### config.mk
export PLATFORM = sky130hd
export DESIGN_NAME = conv2d_window_engine
export DESIGN_NICKNAME = d
export VERILOG_FILES = /design/src/rtl/conv_pkg.sv /design/src/rtl/conv_mac.sv /design/src/rtl/conv2d_window_engine.sv
export SDC_FILE = /design/constraint.sdc
export NUM_CORES = 1
export LEC_CHECK = 0
export ABC_CLOCK_PERIOD_IN_PS = 5900
export CORE_ASPECT_RATIO = 1.1
export CORE_MARGIN = 10
export CORE_UTILIZATION = 50
export DETAILED_ROUTE_END_ITERATION = 10
export PLACE_DENSITY = 0.71
export SLEW_MARGIN = 25
export SYNTH_ARGS = -nofsm -noshare
export SYNTH_HDL_FRONTEND = slang
export SYNTH_SLANG_ARGS = --single-unit
### constraint.sdc
create_clock -name i_clk -period 5.9 [get_ports i_clk]
set_input_delay 1.18 -clock i_clk [delete_from_list [all_inputs] [get_ports i_clk]]
set_output_delay 1.18 -clock i_clk [all_outputs]
set_load 0.01 [all_outputs]
### src/rtl/conv_pkg.sv
// Shared types and helpers for the KxK 2-D convolution window engine:
// FSM state encoding, stride decode constant and accumulator width rule.
package conv_pkg;

    typedef enum logic [2:0] {
        IDLE     = 3'd0,
        LOAD_KER = 3'd1,
        LOAD_WIN = 3'd2,
        EMIT     = 3'd3,
        DONE     = 3'd4
    } state_t;

    // Only this i_stride encoding selects stride 2; everything else is stride 1.
    localparam logic [1:0] STRIDE_2 = 2'd2;

    // Product width plus enough headroom to sum K*K products without overflow.
    function automatic int acc_width(input int data_w, input int k);
        return 2 * data_w + $clog2(k * k);
    endfunction

endpackage

### src/rtl/conv_mac.sv
// Signed multiply-accumulate with synchronous clear and enable.
// A single registered accumulator holds the running window sum.
module conv_mac #(
    parameter int DATA_W = 8,
    parameter int ACC_W  = 20
) (
    input  logic                     i_clk,
    input  logic                     i_rst_n,
    input  logic                     i_clr,
    input  logic                     i_en,
    input  logic signed [DATA_W-1:0] i_a,
    input  logic signed [DATA_W-1:0] i_b,
    output logic signed [ACC_W-1:0]  o_acc
);

    logic signed [2*DATA_W-1:0] prod;
    logic signed [ACC_W-1:0]    acc_q;

    assign prod  = i_a * i_b;
    assign o_acc = acc_q;

    // Clear wins over enable so a window always starts from zero.
    always_ff @(posedge i_clk or negedge i_rst_n) begin
        if (!i_rst_n) begin
            acc_q <= '0;
        end else if (i_clr) begin
            acc_q <= '0;
        end else if (i_en) begin
            acc_q <= acc_q + ACC_W'(prod);
        end
    end

endmodule

### src/rtl/conv2d_window_engine.sv
// KxK sliding-window convolution engine: fetches the kernel, walks the frame at
// stride 1 or 2 and streams one signed sum per window. Optional ReLU: CONV_RELU_EN.
module conv2d_window_engine
    import conv_pkg::*;
#(
    parameter int DATA_W = 8,
    parameter int K      = 3,
    parameter int IMG_W  = 28,
    parameter int IMG_H  = 28,
    parameter int ADDR_W = 16,
    parameter int ACC_W  = acc_width(DATA_W, K)
) (
    input  logic                     i_clk,
    input  logic                     i_rst_n,
    input  logic                     i_start,
    input  logic [1:0]               i_stride,
    input  logic [ADDR_W-1:0]        i_src_base,
    input  logic [ADDR_W-1:0]        i_ker_base,
    output logic                     o_src_rd,
    output logic [ADDR_W-1:0]        o_src_addr,
    input  logic signed [DATA_W-1:0] i_src_data,
    output logic                     o_ker_rd,
    output logic [ADDR_W-1:0]        o_ker_addr,
    input  logic signed [DATA_W-1:0] i_ker_data,
    output logic signed [ACC_W-1:0]  o_out_data,
    output logic                     o_out_valid,
    input  logic                     i_out_ready,
    output logic                     o_busy,
    output logic                     o_done,
    output state_t                   o_dbg_state
);

    localparam int TAPS     = K * K;
    localparam int CNT_W    = $clog2(TAPS + 1);
    localparam int KW       = $clog2(K + 1);
    localparam int POS_W    = $clog2(((IMG_W > IMG_H) ? IMG_W : IMG_H) + 1);
    localparam int OUT_W_S1 = IMG_W - K + 1;
    localparam int OUT_W_S2 = (IMG_W - K) / 2 + 1;
    localparam int OUT_H_S1 = IMG_H - K + 1;
    localparam int OUT_H_S2 = (IMG_H - K) / 2 + 1;

    localparam logic [CNT_W-1:0] CNT_LAST  = CNT_W'(TAPS);
    localparam logic [KW-1:0]    K_LAST    = KW'(K - 1);
    localparam logic [POS_W-1:0] LAST_C_S1 = POS_W'(OUT_W_S1 - 1);
    localparam logic [POS_W-1:0] LAST_C_S2 = POS_W'(OUT_W_S2 - 1);
    localparam logic [POS_W-1:0] LAST_R_S1 = POS_W'(OUT_H_S1 - 1);
    localparam logic [POS_W-1:0] LAST_R_S2 = POS_W'(OUT_H_S2 - 1);

    state_t                   state_q, state_d;
    logic [CNT_W-1:0]         cnt_q;
    logic [KW-1:0]            kr_q, kc_q;
    logic [POS_W-1:0]         r_q, c_q;
    logic                     stride2_q;
    logic [ADDR_W-1:0]        src_base_q, ker_base_q;
    logic signed [DATA_W-1:0] ker_q [TAPS];

    logic [CNT_W-1:0]         tap_idx;
    logic [POS_W-1:0]         last_c, last_r;
    logic                     last_win;
    logic                     mac_clr, mac_en;
    logic signed [ACC_W-1:0]  acc;
    logic [ADDR_W-1:0]        win_row, win_col;

    // Read data returns one cycle after its strobe, so tap cnt-1 is landing now.
    assign tap_idx  = (cnt_q == '0) ? '0 : cnt_q - 1'b1;
    assign last_c   = stride2_q ? LAST_C_S2 : LAST_C_S1;
    assign last_r   = stride2_q ? LAST_R_S2 : LAST_R_S1;
    assign last_win = (c_q == last_c) && (r_q == last_r);

    always_comb begin
        state_d = state_q;
        case (state_q)
            IDLE:     if (i_start) state_d = LOAD_KER;
            LOAD_KER: if (cnt_q == CNT_LAST) state_d = LOAD_WIN;
            LOAD_WIN: if (cnt_q == CNT_LAST) state_d = EMIT;
            EMIT:     if (i_out_ready) state_d = last_win ? DONE : LOAD_WIN;
            DONE:     state_d = IDLE;
            default:  state_d = IDLE;
        endcase
    end

    always_ff @(posedge i_clk or negedge i_rst_n) begin
        if (!i_rst_n) begin
            state_q <= IDLE;
        end else begin
            state_q <= state_d;
        end
    end

    always_ff @(posedge i_clk or negedge i_rst_n) begin
        if (!i_rst_n) begin
            cnt_q      <= '0;
            kr_q       <= '0;
            kc_q       <= '0;
            r_q        <= '0;
            c_q        <= '0;
            stride2_q  <= 1'b0;
            src_base_q <= '0;
            ker_base_q <= '0;
        end else begin
            case (state_q)
                IDLE: begin
                    cnt_q <= '0;
                    kr_q  <= '0;
                    kc_q  <= '0;
                    r_q   <= '0;
                    c_q   <= '0;
                    if (i_start) begin
                        stride2_q  <= (i_stride == STRIDE_2);
                        src_base_q <= i_src_base;
                        ker_base_q <= i_ker_base;
                    end
                end
                LOAD_KER, LOAD_WIN: begin
                    if (cnt_q == CNT_LAST) begin
                        cnt_q <= '0;
                        kr_q  <= '0;
                        kc_q  <= '0;
                    end else begin
                        cnt_q <= cnt_q + 1'b1;
                        if (kc_q == K_LAST) begin
                            kc_q <= '0;
                            kr_q <= kr_q + 1'b1;
                        end else begin
                            kc_q <= kc_q + 1'b1;
                        end
                    end
                end
                EMIT: begin
                    if (i_out_ready) begin
                        if (c_q == last_c) begin
                            c_q <= '0;
                            r_q <= r_q + 1'b1;
                        end else begin
                            c_q <= c_q + 1'b1;
                        end
                    end
                end
                default: ;
            endcase
        end
    end

    // Kernel storage deliberately has no reset; it is reloaded on every start.
    always_ff @(posedge i_clk) begin
        if (state_q == LOAD_KER && cnt_q != '0) begin
            ker_q[tap_idx] <= i_ker_data;
        end
    end

    assign mac_clr = (state_q == LOAD_WIN) && (cnt_q == '0);
    assign mac_en  = (state_q == LOAD_WIN) && (cnt_q != '0);

    conv_mac #(
        .DATA_W (DATA_W),
        .ACC_W  (ACC_W)
    ) u_mac (
        .i_clk   (i_clk),
        .i_rst_n (i_rst_n),
        .i_clr   (mac_clr),
        .i_en    (mac_en),
        .i_a     (i_src_data),
        .i_b     (ker_q[tap_idx]),
        .o_acc   (acc)
    );

    assign win_row = (stride2_q ? (ADDR_W'(r_q) << 1) : ADDR_W'(r_q)) + ADDR_W'(kr_q);
    assign win_col = (stride2_q ? (ADDR_W'(c_q) << 1) : ADDR_W'(c_q)) + ADDR_W'(kc_q);

    assign o_ker_rd   = (state_q == LOAD_KER) && (cnt_q != CNT_LAST);
    assign o_ker_addr = o_ker_rd ? ker_base_q + ADDR_W'(cnt_q) : '0;
    assign o_src_rd   = (state_q == LOAD_WIN) && (cnt_q != CNT_LAST);
    assign o_src_addr = o_src_rd ? src_base_q + win_row * ADDR_W'(IMG_W) + win_col : '0;

    // Result stream: a word transfers on a cycle with o_out_valid && i_out_ready;
    // once raised, valid and data hold unchanged until that transfer happens.
    assign o_out_valid = (state_q == EMIT);
`ifdef CONV_RELU_EN
    assign o_out_data  = acc[ACC_W-1] ? '0 : acc;
`else
    assign o_out_data  = acc;
`endif
    assign o_busy      = (state_q == LOAD_KER) || (state_q == LOAD_WIN) || (state_q == EMIT);
    assign o_done      = (state_q == DONE);
    assign o_dbg_state = state_q;

endmodule
Word-level counts from Yosys, hierarchy flattened
Memory sizes are Yosys's and may differ from the RTL's. Index checks and enable logic that the tools add are counted.

Add/subtract/negate cells: 12. $mul: 2. Equal/unequal tests: 16. Multiplexer cells: 30. Reductions and logical operators: 20.

Operators with widths (number): two-way mux 20 bit (2); two-way mux 16 bit (2); two-way mux 5 bit (5); adder 20 x 16 -> 20 bit (1); one-hot mux 5 bit (2 select lines) (2); adder 16 x 12 -> 16 bit (1); adder 16 x 4 -> 16 bit (1); adder 16 x 7 -> 16 bit (1); multiplier 8 x 8 -> 16 bit (1); two-way mux 3 bit (5); adder 6 x 2 -> 7 bit (2); two-way mux 6 bit (2); one-hot mux 3 bit (4 select lines) (1); adder 5 x 1 -> 5 bit, second input constant (2); == test 5 bit (2); multiplier 7 x 3 -> 10 bit, second input constant (1); two-way mux 2 bit (4); two-way mux 4 bit (2); one-hot mux 2 bit (2 select lines) (2); one-hot mux 4 bit (2 select lines) (1); == test 3 x 2 -> 1 bit, second input constant (2); logical AND 1 bit (6); != test 2 bit, second input constant (3); AND reduction 2 bit (3); other kinds (19) (26).

Register bits: 74. RAM bits: 72. Word-level logic and storage cells: 91. Memories: 1.

Memories: ker_q (words 9, width 8, read ports 1, clocked after Yosys merged registers in 0, wr ports 1, RTL line conv2d_window_engine.sv:55) `logic signed [DATA_W-1:0] ker_q [TAPS];`.

Depth between registers and ports, before layout
Gate-level depths: netlist (run 1). An unclocked memory read counts as a cell.

Word-level depth: 7. Depth in mapped cells: 26. Mapped depth without buffers: 26.

Modules after synthesis
Synthesis (run 1) repeated with hierarchy kept, for this count alone.

Cells, all modules: 1123. Area total of the unflattened synthesis: 11703.7 um^2.

Modules (own cells, without submodules): conv2d_window_engine (times used 1, cells each 675, area each 7293.2 um^2, sequential area each 3513.4 um^2); conv_mac (times used 1, cells each 448, area each 4410.5 um^2, sequential area each 500.5 um^2).

Worst setup path before layout (run 1)
No wires, ideal clock.

Kind: reg2reg. Start point: register cnt_q[1]. End point: register u_mac.acc_q[18], in the netlist u_mac.o_acc[18]. Setup time: 0.069 ns. Data arrival time: 6.343 ns. Data required time: 5.831 ns. Slack: -0.512 ns. Cell stages (with the launch flop): 20. Buffers on the path: 2. Clock period less this slack: 6.412 ns. Path through: dfrtp_1 -> or2_1 -> buf_6 -> o21a_1 -> buf_6 -> mux2i_1 -> mux2_2 -> a211oi_4 -> and2_1 -> fa_1 -> fa_1 -> fa_1 -> fa_1 -> ha_1 -> ha_1 -> a211o_1 -> o32a_1 -> o41a_1 -> or4_1 -> nand3_1.

Cells in the longest elaborated chain, start to end: 7. Elaborated cells on any way between the ends: 12. Those cells by class: add/sub (2); mul (1); mux (3); reduce/logical (5); memory (1).

RTL lines: from (decl) (RTL line conv2d_window_engine.sv:50) `logic [CNT_W-1:0] cnt_q;`; from (signal assigned) (RTL line conv2d_window_engine.sv:120) `cnt_q <= cnt_q + 1'b1;`; subtractor 4 x 1 -> 4 bit / logical NOT 4 bit (equally long branches) (RTL line conv2d_window_engine.sv:65, conv2d_window_engine.sv:151); two-way mux 4 bit (RTL line conv2d_window_engine.sv:65) `assign tap_idx = (cnt_q == '0) ? '0 : cnt_q - 1'b1;`; memory read (9 x 8 bit); multiplier 8 x 8 -> 16 bit (RTL line conv_mac.sv:19) `assign prod = i_a * i_b;`; adder 20 x 16 -> 20 bit (RTL line conv_mac.sv:29) `acc_q <= acc_q + ACC_W'(prod);`; two-way mux 20 bit (RTL line conv_mac.sv:28) `end else if (i_en) begin`; two-way mux 20 bit (RTL line conv_mac.sv:26) `end else if (i_clr) begin`; to (signal assigned) (RTL line conv_mac.sv:29); to (decl) (RTL line conv_mac.sv:17) `logic signed [ACC_W-1:0] acc_q;`.

Parallel ways exist; a longest one is shown, timed or not. The select of a mux whose other input is x is not followed. A chain may end at the register's enable or synchronous reset.

Final worst setup path (run 1)
Start point: register stride2_q. End point: output port o_src_addr[15].

Cells in the longest elaborated chain, start to end: 6. Elaborated cells on any way between the ends: 8. Those cells by class: add/sub (4); mul (1); mux (3).

RTL lines: from (decl) (RTL line conv2d_window_engine.sv:53) `logic stride2_q;`; from (signal assigned) (RTL line conv2d_window_engine.sv:109) `stride2_q <= (i_stride == STRIDE_2);`; two-way mux 6 bit (RTL line conv2d_window_engine.sv:167) `assign win_row = (stride2_q ? (ADDR_W'(r_q) << 1) : ADDR_W'(r_q)) + ADDR_W'(kr_q);`; adder 6 x 2 -> 7 bit (RTL line conv2d_window_engine.sv:167); multiplier 7 x 3 -> 10 bit (RTL line conv2d_window_engine.sv:173) `assign o_src_addr = o_src_rd ? src_base_q + win_row * ADDR_W'(IMG_W) + win_col : '0;`; adder 16 x 12 -> 16 bit (RTL line conv2d_window_engine.sv:173); adder 16 x 7 -> 16 bit * (RTL line conv2d_window_engine.sv:173); two-way mux 16 bit * (RTL line conv2d_window_engine.sv:173); to (decl) (RTL line conv2d_window_engine.sv:20) `output logic [ADDR_W-1:0] o_src_addr,`.

Every way passes the cells marked *; elsewhere a longest branch is shown, timed or not.

==> results of run 1 <==
state kept, by name (all words and copies together), names as in the netlist:
register,count
ker_q,72
u_mac.o_acc,20
ker_base_q,16
src_base_q,16
c_q,5
r_q,5
cnt_q,4
o_dbg_state,3
kc_q,2
kr_q,2
stride2_q,1
placed cells by master (no fill, tap or decap), types with 11 or more instances in the layout:
master / Yosys / final
buf_4: 0 / 161
inv_1: 142 / 121
clkdlybuf4s50_1: 0 / 100
fa_1: 105 / 99
nand2_1: 91 / 84
nor2_1: 82 / 78
dfrtp_1: 74 / 73
edfxtp_1: 72 / 72
ha_1: 84 / 48
a21oi_1: 54 / 40
and2_1: 44 / 40
o21ai_0: 57 / 39
ha_4: 0 / 33
mux2_2: 33 / 31
xnor2_1: 35 / 31
inv_2: 0 / 21
clkbuf_16: 0 / 17
buf_6: 2 / 16
nor3_1: 20 / 15
xor2_1: 15 / 14
mux2i_1: 13 / 13
a21oi_2: 1 / 12
a21o_1: 11 / 11
stage by stage:
stage	setup WS [ps]	TNS, ps
6_report	-649.3	-4278
5_1_grt	-898.0	-8038
4_1_cts	-516.4	-3361
3_5_place_dp	-629.2	-6428
3_3_place_gp	-519.9	-5056
2_1_floorplan	-16.51	-16.51
critical path: cells and delay by family, from the launching register on:
kind	cells	cell delay (ps)
xor+xnor	2	280
compound gates	6	990
buf+inv	4	340
simple gates	4	590
flops	1	410
fa+ha+maj	8	2310
worst max path at each step:
stage                 endpoint  startpoint  cells after the start
3_3_place_gp    o_src_addr[15]   stride2_q                     20
5_1_grt         o_src_addr[13]   stride2_q                     26
6_report        o_src_addr[15]   stride2_q                     24
3_5_place_dp    o_src_addr[13]   stride2_q                     22
2_1_floorplan  u_mac.o_acc[18]    cnt_q[1]                     21
4_1_cts         o_src_addr[13]   stride2_q                     24
final cells by class:
type | count | share of cell area
Inverter | 143 | 0.03335
Timing Repair Buffer | 294 | 0.1589
Clock inverter | 15 | 0.01485
Multi-Input combinational cell | 811 | 0.4935
Sequential cell | 146 | 0.2495
Antenna cell | 1 | 0.0001555
Clock buffer | 17 | 0.02643
Tap cell | 300 | 0.02332
per-layer routing:
layer	track usage	routed length (um)	vias to the layer above
li1	-	-	4413
met1	0.2342	12470	4642
met2	0.3654	16480	213
met3	0.03430	1452	37
met4	0.06292	533	0
met5	0	0	-
logic make-up (layout without fill, tap and decap cells):
| family | Yosys count | count (layout) |
|---|---|---|
| AND/OR/NAND/NOR | 317 | 317 |
| AO/OA/AOI/OAI | 205 | 205 |
| adder cells (fa/ha/maj) | 189 | 189 |
| buffers and inverters | 178 | 469 |
| flip-flops | 146 | 146 |
| XOR/XNOR | 50 | 50 |
| multiplexers | 50 | 50 |
| other | 0 | 1 |
timing repair:
action                     CTS  global route
resized for setup          119            80
pin swaps                   77            62
setup buffers               21             9
setup endpoints to repair   21            24
hold buffers                 0             0
==> flow_metrics.env, run 1 <==
export IMPL_synth_top_area_frac=0.1833
export IMPL_wire_per_inst_um=17.91
export IMPL_vias_per_cell=5.388
export IMPL_violations="setup timing"
export IMPL_yosys_area_top_type="edfxtp_1"
export IMPL_hold_violations=0
export IMPL_worst_pin_slew_ps=909.6
export IMPL_yosys_warnings=0
export IMPL_grt_max_degree=75
export IMPL_min_delay_start="ker_base_q[3]"
export IMPL_synth_seq_cells=146
export IMPL_grt_pass1_wl_um=49670
export IMPL_drv_cap=0
export IMPL_gp_congestion=0.8885
export IMPL_clockBufferDepth=2
export IMPL_synth_xor_xnor_area_share=0.03712
export IMPL_fin_worst_skew_ps=7.074
export IMPL_slowest_delay_ps=490
export IMPL_cp_slowest_cell="fa_1"
export IMPL_cp_cell_sequence="inv_2 > ha_4 > ha_4 > fa_2 > xnor2_4 > inv_2 > fa_1 > inv_2 > ha_4 > fa_2 > a21oi_2 > nor2_1 > nor2_1 > o21bai_1 > a21oi_2 > xnor2_1 > ha_1 > ha_4 > nor3_2 > nand2_1 > a41oi_2 > o21ai_0 > a21oi_2 > buf_2"
export IMPL_seq_area_frac_synth=0.3403
export IMPL_cts_max_level=4
export IMPL_finalInstanceArea_um2=16090
export IMPL_syn_nets=1378
export IMPL_synth_area_top_cells="edfxtp_1 (18%), fa_1 (18%), dfrtp_1 (16%), ha_1 (8.9%), inv_1 (4.5%)"
export IMPL_grt_setup_unrepaired="true"
export IMPL_relSlewSlack=0.3914
export IMPL_clkSinkCount=146
export IMPL_path_class="reg -> out"
export IMPL_syn_area_um2=11800
export IMPL_rrSetupSlack_ps=-190
export IMPL_synth_edf_count=72
export IMPL_post_synth_top_count_cell="inv_1"
export IMPL_cts_root_buffer="clkbuf_16"
export IMPL_cts_tree="done"
export IMPL_grt_pass1_vias=9890
export IMPL_dp_hpwl_um=22850
export IMPL_start_util=0.5112
export IMPL_ys_types=74
export IMPL_antenna_found_initial=1
export IMPL_num_rows=58
export IMPL_die_area_um2=30140
export IMPL_drc=0
export IMPL_final_layout_size_suffix_gt1_frac=0.2903
export IMPL_holdWs_ps=521.9
export IMPL_synth_commonest_cells="inv_1 (142), fa_1 (105), nand2_1 (91)"
export IMPL_first_pass_iters=5
export IMPL_io_buffers=113
export IMPL_r2r_start="cnt_q[0]"
export IMPL_fmax_mhz=152.7
export IMPL_first_iter_violations=671
export IMPL_dp_cells=1664
export IMPL_core_area_um2=23080
export IMPL_overflow=0
export IMPL_worst_setup_path_end_kind="primary output"
export IMPL_hold_path_class="reg -> reg"
export IMPL_post_route_util=0.6974
export IMPL_r2r_end="u_mac.o_acc[18]"
export IMPL_synth_compound_area_share=0.1159
export IMPL_synthAdderAreaFrac=0.2673
export IMPL_die_h_um=181.1
export IMPL_die_x_um=166.5
export IMPL_cp_required_ps=4720
export IMPL_whs_endpoint="ker_base_q[3]"
export IMPL_crit_arrival_ps=5370
export IMPL_synth_cells=1135
export IMPL_multi_input_area_um2=7943
export IMPL_synth_top_family_by_area="adder cells"
export IMPL_crit_path_start_kind="register"
export IMPL_vias=9305
export IMPL_instances_no_fill=1727
export IMPL_final_nets=1656
export IMPL_timing_final_ws_setup_ps=-649.3
export IMPL_holdPathStages=1
export IMPL_period_needed_ps=6549
export IMPL_cts_buffers=17
export IMPL_regArea_um2=4015
export IMPL_dpl_cell_area_um2=14510
export IMPL_avgSynthCellArea_um2=10.39
export IMPL_insertion_delay_ps=430
export IMPL_synthMuxAreaShare=0.04762
export IMPL_finalCritPeriodShare=1.110
export IMPL_setup_viol=15
export IMPL_drt_antenna_violating_nets=0
export IMPL_status="complete, but fails checks"
export IMPL_routed_wl_um=30940
export IMPL_synth_flop_cell="dfrtp_1"
export IMPL_final_fill_count=1642
export IMPL_ioPinCount=114
export IMPL_syn_to_final_growth_pct=36.43
export IMPL_crit_path_max_fanout=4
export IMPL_report_final_slew_viol_count=0
export IMPL_path_common_cell="ha_4"
export IMPL_synthSimpleGateAreaFrac=0.1324
export IMPL_r2r_worst_path_cells=21
export IMPL_clk_pin_slew_worst_paths_ps=70
export IMPL_grt_util_all_layers=0.2007
export IMPL_ys_async_sr_fraction=0.5068
Power of run 1 is not shown: default switching activity piles up to over one toggle a cycle in this logic, so the estimate is an artifact.
==> run 2, diff against run 1 <==
Settings changed: ABC_AREA set to 0, CORE_UTILIZATION 50 to 53, PLACE_DENSITY 0.71 to 0.75, RECOVER_POWER set to 100.
==> run 2 against run 1 <==
  * Via count grew 3.6%
  * Wire length grew 6.2%
  * Sequential cell count is the same
  * Clock skew grew 4.0 ps
  * First-iteration DRC count shrank 5.2%
  * Worst setup slack lost 75 ps
  * Final area grew 0.40%
  * The run ends with capacitance limit, slew limit, setup timing left
  * Count of clock-buffer cells in the layout is the same
  * Core utilization grew 3.8 points
  * Sequential share of layout area shrank 0.083 points
  * Critical endpoint unchanged
==> flow_metrics.env, run 2 (synthesis gave the netlist of run 1 again) <==
export IMPL_drt_antenna_violating_nets=0
export IMPL_final_nets=1666
export IMPL_vias=9644
export IMPL_slowest_delay_ps=570
export IMPL_hold_path_class="reg -> reg"
export IMPL_setup_viol=16
export IMPL_grt_pass1_vias=10150
export IMPL_violations="capacitance limit, slew limit, setup timing"
export IMPL_path_buf_inv=5
export IMPL_cts_tree="done"
export IMPL_die_x_um=162.2
export IMPL_period_needed_ps=6625
export IMPL_cpLargestDelayFamily="adder cells"
export IMPL_crit_path_max_fanout=4
export IMPL_cp_slowest_cell="fa_1"
export IMPL_wire_per_inst_um=18.99
export IMPL_cp_cell_sequence="inv_2 > ha_4 > ha_4 > fa_2 > xnor2_2 > inv_2 > buf_6 > fa_1 > inv_2 > ha_4 > a21o_1 > a21oi_4 > o21bai_1 > a21oi_2 > o21ai_0 > ha_1 > ha_1 > o21ai_2 > a21boi_2 > o211ai_1 > or3_1 > a21oi_2 > buf_2"
export IMPL_fmax_mhz=151.0
export IMPL_clkSinkCount=146
export IMPL_first_iter_violations=636
export IMPL_die_h_um=176.5
export IMPL_finalCritPeriodShare=1.123
export IMPL_r2r_end="u_mac.o_acc[14]"
export IMPL_grt_max_degree=75
export IMPL_first_pass_iters=5
export IMPL_holdPathStages=1
export IMPL_cp_required_ps=4720
export IMPL_r2r_start="cnt_q[1]"
export IMPL_largest_register="ker_q"
export IMPL_grt_setup_unrepaired="true"
export IMPL_rrSetupSlack_ps=-190
export IMPL_crit_arrival_ps=5440
export IMPL_clockBufferDepth=2
export IMPL_fin_worst_skew_ps=11.11
export IMPL_path_class="reg -> out"
export IMPL_r2r_worst_path_cells=19
export IMPL_start_util=0.5370
export IMPL_core_area_um2=21970
export IMPL_die_area_um2=28630
export IMPL_final_common_cell="buf_4"
export IMPL_syn_to_final_growth_pct=36.97
export IMPL_io_buffers=113
export IMPL_whs_endpoint="src_base_q[12]"
export IMPL_crit_path_start_kind="register"
export IMPL_timing_final_ws_setup_ps=-724.7
export IMPL_clk_pin_slew_worst_paths_ps=60
export IMPL_vias_per_cell=5.571
export IMPL_num_rows=57
export IMPL_drv_cap=1
export IMPL_cts_max_level=4
export IMPL_worst_pin_slew_ps=4227
export IMPL_worst_setup_path_end_kind="primary output"
export IMPL_drc=0
export IMPL_cts_buffers=17
export IMPL_antenna_found_initial=0
export IMPL_insertion_delay_ps=440
export IMPL_routed_wl_um=32860
export IMPL_dp_hpwl_um=22570
export IMPL_cts_root_buffer="clkbuf_16"
export IMPL_ioPinCount=114
export IMPL_min_delay_start="src_base_q[12]"
export IMPL_hold_violations=0
export IMPL_grt_util_all_layers=0.2168
export IMPL_relSlewSlack=-1.818
export IMPL_status="complete, but fails checks"
export IMPL_mostFrequentLayoutCells="buf_4 (168), inv_1 (126), clkdlybuf4s50_1 (100)"
export IMPL_largest_reg_flops=72
export IMPL_final_layout_size_suffix_gt1_frac=0.3022
export IMPL_post_route_util=0.7356
export IMPL_diodes=0
export IMPL_report_final_slew_viol_count=75
export IMPL_gp_congestion=0.8976
export IMPL_overflow=0
export IMPL_grt_pass1_wl_um=50250
-- run 2: per-stage QoR --
step / setup WS [ps] / std cells / hold WS, ps / TNS, ps / instance area, um2
2_1_floorplan: -16.51 / 1135 / 484.9 / -16.51 / 11980
3_3_place_gp: -521.1 / 1656 / 502.5 / -5033 / 14440
3_5_place_dp: -678.8 / 1656 / 511.0 / -6980 / 14450
4_1_cts: -499.1 / 1710 / 525.4 / -3515 / 15520
5_1_grt: -958.9 / 1731 / 546.4 / -9018 / 16160
6_report: -724.7 / 1731 / 524.0 / -5842 / 16160
-- run 2: layout make-up --
class | instances | area, um2
multi-input cells | 811 | 8011
fillers | 1496 | 5808
flip-flops and latches | 146 | 4018
repair buffers | 304 | 2624
inverters | 143 | 539.3
clock buffers | 17 | 425.4
well taps | 295 | 369.1
clock inverters | 15 | 171.4
-- run 2: how the worst max path moves through the flow --
stage | start | end | depth (start not counted)
after CTS | stride2_q | o_src_addr[15] | 24
after global placement | stride2_q | o_src_addr[15] | 20
final | stride2_q | o_src_addr[15] | 23
after global routing | stride2_q | o_src_addr[15] | 23
after floorplan | cnt_q[1] | u_mac.o_acc[18] | 21
after detailed placement | stride2_q | o_src_addr[15] | 22
-- run 2: what timing repair did --
item | CTS | global route
pin swaps | 68 | 97
hold endpoints to repair | 0 | 0
hold buffers | 0 | 0
resized for setup | 113 | 105
setup buffers | 22 | 25
setup endpoints to repair | 22 | 22
-- run 2: routing by layer --
metal / routed length (um) / global-route usage / share of wire / vias to the layer above
met5: 0 / 0 / 0 / -
met4: 852 / 0.07094 / 0.026 / 0
met3: 1992 / 0.04193 / 0.061 / 78
met2: 17420 / 0.3834 / 0.53 / 345
met1: 12600 / 0.2589 / 0.38 / 4781
li1: - / - / - / 4440
Power of run 2 is left out for the same reason.
